File: src/rtl/mem_arbiter.sv
`default_nettype none
// ============================================================================
//  Module   : mem_arbiter
//  Purpose  : Two-requester memory arbiter. Arbitrates a read-only
//             instruction port (I) and a read/write data port (D) onto a
//             single memory request port. Ties alternate between the two
//             sides. A per-transaction wait counter aborts a transaction
//             that the memory never completes and raises a sticky bus_err.
//  Ports    : clk, rst        - clock, synchronous active-high reset
//             i_a/i_strobe    - instruction request (address, request)
//             i_din/i_ready   - instruction read data / completion pulse
//             d_a/d_dout/d_wen/d_size/d_rw/d_strobe
//                             - data request attributes and request
//             d_din/d_ready   - data read data / completion pulse
//             m_a/m_din/m_wen/m_size/m_rw/m_strobe
//                             - registered memory request
//             m_dout/m_ready  - memory read data / completion
//             bus_err         - sticky timeout flag, cleared only by rst
//  Revision : 1.0 - initial release
// ============================================================================
module mem_arbiter #(
   parameter int A_WIDTH = 32,
   parameter int TIMEOUT = 255
) (
   input  logic               clk,
   input  logic               rst,
   input  logic [A_WIDTH-1:0] i_a,
   input  logic               i_strobe,
   output logic [31:0]        i_din,
   output logic               i_ready,
   input  logic [A_WIDTH-1:0] d_a,
   input  logic [31:0]        d_dout,
   input  logic [3:0]         d_wen,
   input  logic [1:0]         d_size,
   input  logic               d_rw,
   input  logic               d_strobe,
   output logic [31:0]        d_din,
   output logic               d_ready,
   output logic [A_WIDTH-1:0] m_a,
   output logic [31:0]        m_din,
   output logic [3:0]         m_wen,
   output logic [1:0]         m_size,
   output logic               m_rw,
   output logic               m_strobe,
   input  logic [31:0]        m_dout,
   input  logic               m_ready,
   output logic               bus_err
);

   typedef enum logic [1:0] {
      IDLE   = 2'd0,
      I_BUSY = 2'd1,
      D_BUSY = 2'd2
   } state_t;

   // The timeout fires in the busy cycle that would bring the wait count
   // up to TIMEOUT, so the memory gets exactly TIMEOUT busy cycles.
   localparam logic [15:0] TIMEOUT_M1 = 16'(TIMEOUT - 1);

   state_t      state;
   state_t      state_next;
   logic        last_grant_d;   // 1: D side won the previous grant
   logic [15:0] wait_cnt;

   logic        busy;
   logic        timeout_hit;
   logic        done;
   logic        grant_i;
   logic        grant_d;

   // ---------------------------------------------------------------------
   // State register
   // ---------------------------------------------------------------------
   always_ff @(posedge clk) begin
      if (rst) begin
         state <= IDLE;
      end else begin
         state <= state_next;
      end
   end

   // ---------------------------------------------------------------------
   // Next state, grant decision and requester-facing outputs
   // ---------------------------------------------------------------------
   always_comb begin
      state_next  = state;
      grant_i     = 1'b0;
      grant_d     = 1'b0;
      i_ready     = 1'b0;
      i_din       = 32'h0;
      d_ready     = 1'b0;
      d_din       = 32'h0;

      busy        = (state != IDLE);
      // m_ready takes priority: a completion in the timeout cycle is normal.
      timeout_hit = busy && !m_ready && (wait_cnt == TIMEOUT_M1);
      done        = busy && (m_ready || timeout_hit);

      case (state)
         IDLE: begin
            if (i_strobe && d_strobe) begin
               grant_d = !last_grant_d;
               grant_i = last_grant_d;
            end else begin
               grant_i = i_strobe;
               grant_d = d_strobe;
            end
            if (grant_i) begin
               state_next = I_BUSY;
            end else if (grant_d) begin
               state_next = D_BUSY;
            end
         end
         I_BUSY: begin
            if (done) begin
               state_next = IDLE;
            end
            i_ready = done && !rst;
            // A timed-out completion returns zero data.
            i_din   = (i_ready && m_ready) ? m_dout : 32'h0;
         end
         D_BUSY: begin
            if (done) begin
               state_next = IDLE;
            end
            d_ready = done && !rst;
            d_din   = (d_ready && m_ready) ? m_dout : 32'h0;
         end
         default: begin
            state_next = IDLE;
         end
      endcase
   end

   // ---------------------------------------------------------------------
   // Registered memory request, wait counter, round-robin history, error
   // ---------------------------------------------------------------------
   always_ff @(posedge clk) begin
      if (rst) begin
         m_a          <= '0;
         m_din        <= 32'h0;
         m_wen        <= 4'h0;
         m_size       <= 2'b00;
         m_rw         <= 1'b0;
         m_strobe     <= 1'b0;
         wait_cnt     <= 16'h0;
         last_grant_d <= 1'b0;
         bus_err      <= 1'b0;
      end else if (grant_i) begin
         m_a      <= i_a;
         m_din    <= 32'h0;
         m_wen    <= 4'h0;
         m_size   <= 2'b10;
         m_rw     <= 1'b0;
         m_strobe <= 1'b1;
         wait_cnt <= 16'h0;
      end else if (grant_d) begin
         m_a      <= d_a;
         m_din    <= d_dout;
         m_wen    <= d_wen;
         m_size   <= d_size;
         m_rw     <= d_rw;
         m_strobe <= 1'b1;
         wait_cnt <= 16'h0;
      end else if (done) begin
         m_strobe     <= 1'b0;
         last_grant_d <= (state == D_BUSY);
         if (timeout_hit) begin
            bus_err <= 1'b1;
         end
      end else if (busy) begin
         // Busy and not done implies m_ready is low this cycle.
         wait_cnt <= wait_cnt + 16'd1;
      end
   end

endmodule
`default_nettype wire

File: config.mk
export PLATFORM = sky130hd
export DESIGN_NAME = mem_arbiter
export DESIGN_NICKNAME = d
export VERILOG_FILES = /design/src/rtl/mem_arbiter.sv
export SDC_FILE = /design/constraint.sdc
export NUM_CORES = 1
export LEC_CHECK = 0
export BUFFER_PORTS_ARGS = -buffer_cell sky130_fd_sc_hd__clkbuf_2
export CAP_MARGIN = 10
export CORE_AREA = 2 2 107 109
export CTS_CLUSTER_SIZE = 14
export DETAILED_ROUTE_END_ITERATION = 8
export DIE_AREA = 0 0 109 111
export GPL_TIMING_DRIVEN = 0
export PLACE_DENSITY = 0.75
export SLEW_MARGIN = 20
export SYNTH_ARGS = -nofsm -noshare
export SYNTH_HDL_FRONTEND = slang
export SYNTH_SLANG_ARGS = --single-unit
File: constraint.sdc
create_clock -name clk -period 2.7 [get_ports clk]
set_input_delay 0 -clock clk [delete_from_list [all_inputs] [get_ports clk]]
set_output_delay 0 -clock clk [all_outputs]
set_load 0.01 [all_outputs]
==> flow_metrics.tcl <==
set metrics [dict create \
    slew_headroom 0.605 \
    totalNegativeSetupSlack_ns 0 \
    cp-end-kind "register" \
    dr.first_iter.drc_count 273 \
    switching_share 0.319 \
    initial_core_util 0.385 \
    die_height_um 111 \
    p_int_uw 2770 \
    h-tree-depth 3 \
    ir_drop_v 0.000391 \
    grt_pass1_wl_um 25200 \
    dp_hpwl_um 10600 \
    synth_top_area_frac 0.432 \
    worstMarginPinSlew_ns 0.590 \
    area_delta_synth_final_pct 69.0 \
    period_share 0.932 \
    clkTransAtPathRegs_ns 0.07 \
    io_pins 279 \
    grt_max_degree 18 \
    place.gp.congestion 0.792 \
    worstSetupStartpointType "register" \
    placed_cells 976 \
    numPortBuffers 278 \
    slew_viol_final 0 \
    setup_slack_ns 0.185 \
    p_clk_frac 0.329 \
    drive_above_1_share 0.337 \
    vias 5442 \
    fin_area_sq_um 7200 \
    pwr-share-seq 0.391 \
    post-route-util 0.650 \
    synth_edf_count 0 \
    dp_slack_ns 0.510 \
    drc 0 \
    netlist_area_sq_um 4260 \
    die_w_um 109 \
    synthArstFlopShare 0 \
    fin_cells 1095 \
    rsz0062_at_grt "no" \
    hp-class "primary input to register" \
    layout_commonest_cell "clkbuf_2" \
    num-nets-final 1092 \
    wl_per_cell_um 15.0 \
    ys_seq_area_frac 0.432 \
    status "complete, no violations" \
    clkSinkCount 92 \
    cts_tree "done" \
    ys_top_cells_by_area "dfxtp_1 43%, nand2_1 13%, and2_1 9.5%" \
    yosys_warnings 0 \
    row_count 39 \
    path_class "register to register" \
    leakage_uw 0.00344 \
    placed_area_sq_um 5830 \
    arrival_ns 2.74 \
    ys_seq_elements 92 \
    detail-route-antenna-nets 0 \
    antenna_found_initial 0 \
    switchingPower_uw 1300 \
    crit_required_ns 2.93 \
    track_usage 0.263 \
    root_buffer "clkbuf_16" \
    setup_violations 0 \
    insertion_delay_ns 0.34 \
    ys_types 42 \
    min_period_ns 2.52 \
    hold_violations 0 \
    post_synth.cell_area_avg_sq_um 7.68 \
    ys.flop_type "dfxtp_1" \
    ctsLongestPathBuffers 2 \
    core_area_sq_um 11100 \
    final_cell_mix "282 x clkbuf_2, 149 x nand2_1, 103 x dlygate4sd3_1, 92 x dfxtp_1, 65 x and2_1" \
    drv_cap 0 \
    yosys.area.top_type "dfxtp_1" \
    drt_first_pass_iters 5 \
    power_density_nw_per_um2 566 \
    grt_pass1_vias 5131 \
    synthesis.nets 700 \
    syn_inst 555 \
    overflow 0 \
    cts_made_buffers 9 \
    wl_um 16400 \
    design.die.area_sq_um 12100 \
    crit_fanout 10 \
    via_per_inst 4.97 \
    antenna_cells 0 \
    fmax_mhz 398 \
    comb_power_share 0.280 \
    clock_skew_ns 0.00775 \
]
## logic make-up (layout without fill, tap and decap cells)
kind of cell	count (synthesis)	in the layout	synth area share
AOI/OAI and AO/OA	109	109	0.165
xor gates and xnor gates	1	1	0.00206
adders and majority gates	5	5	0.0147
buffers and inverters	50	447	0.0502
DFF	92	92	0.432
muxes	1	1	0.00235
and+or+nand+nor	297	297	0.333
## layout make-up
type / count / area [sq um]
tap: 143 / 179
sequential: 92 / 1840
clock inverter: 6 / 76.3
fill: 909 / 3880
multi-input combinational: 413 / 2210
timing repair buffer: 381 / 2420
clock buffer: 10 / 239
inverter: 9 / 33.8
buffer: 41 / 198
## metrics by stage
stage | hold slack [ns] | power [uW]
finish | 0.106 | 4080
global route | 0.122 | 4290
CTS | 0.0967 | 4060
detailed placement | 0.229 | 2570
global placement | 0.226 | 2550
floorplan | 0.136 | 2150
## synth_stat cells (2+ instances only)
cell type	number
o21ai_0	9
o31ai_1	2
nand4_1	6
o32ai_1	2
ha_1	5
nor2_1	42
a311oi_1	32
or2_1	2
o21a_1	3
or3_1	10
dfxtp_1	92
a21oi_1	53
and3_1	2
nand3_1	8
nand2_1	149
clkbuf_1	21
nor3b_1	2
buf_2	15
or4_1	2
inv_1	9
buf_1	4
and2_1	65
## power by group through the flow
| stage | Sequential [uW] | Combinational, uW | Clock (uW) |
|---|---|---|---|
| floorplan | 1680 | 467 | 0 |
| global placement | 1610 | 940 | 0 |
| detailed placement | 1620 | 948 | 0 |
| CTS | 1590 | 1100 | 1370 |
| global route | 1610 | 1250 | 1430 |
| finish | 1590 | 1140 | 1340 |
## final timing paths
| kind | startpoint | slack [ns] | endpoint | depth (start not counted) |
|---|---|---|---|---|
| max | state[0]$_SDFFE_PP0P_ | 0.18 | m_a[10]$_SDFFE_PP0N_ | 8 |
| min | m_ready | 0.11 | state[1]$_SDFFE_PP0P_ | 3 |
| max reg2reg | state[0]$_SDFFE_PP0P_ | 0.18 | m_a[10]$_SDFFE_PP0N_ | 8 |
| min reg2reg | m_din[7]$_SDFFE_PP0P_ | 0.45 | m_din[7]$_SDFFE_PP0P_ | 2 |
## state kept, by name (all words and copies together), names as in the netlist
register and cells:
m_a 32, m_din 32, wait_cnt 16, m_wen 4
m_size 2, state 2, bus_err 1, last_grant_d 1
m_rw 1, m_strobe 1
## repair_timing
action / 4_1_cts / 5_1_grt
gates resized for setup: 0 / 14
endpoints found under the hold margin: 71 / 0
buffers inserted: 0 / 0
hold buffers: 103 / 0
endpoints found under the setup margin: 0 / 17
## per-layer routing
metal / part of all wire / vias to the layer above / GRT usage
met1: 0.41 / 2476 / 0.315
met3: 0.068 / 58 / 0.0705
met4: 0.037 / 0 / 0.112
li1: - / 2667 / -
met5: 0 / - / 0
met2: 0.49 / 241 / 0.439
## worst max-delay path, stage by stage (launching register included)
cell           delay (ns)
dfxtp_1              0.35
inv_1                0.07
ha_1                 0.20
buf_2                0.18
o211ai_1             0.29
clkbuf_4             0.35
clkbuf_2             0.26
a311oi_1             0.12
dlygate4sd3_1        0.57
Note: power is estimated with default switching activity, not from simulation.
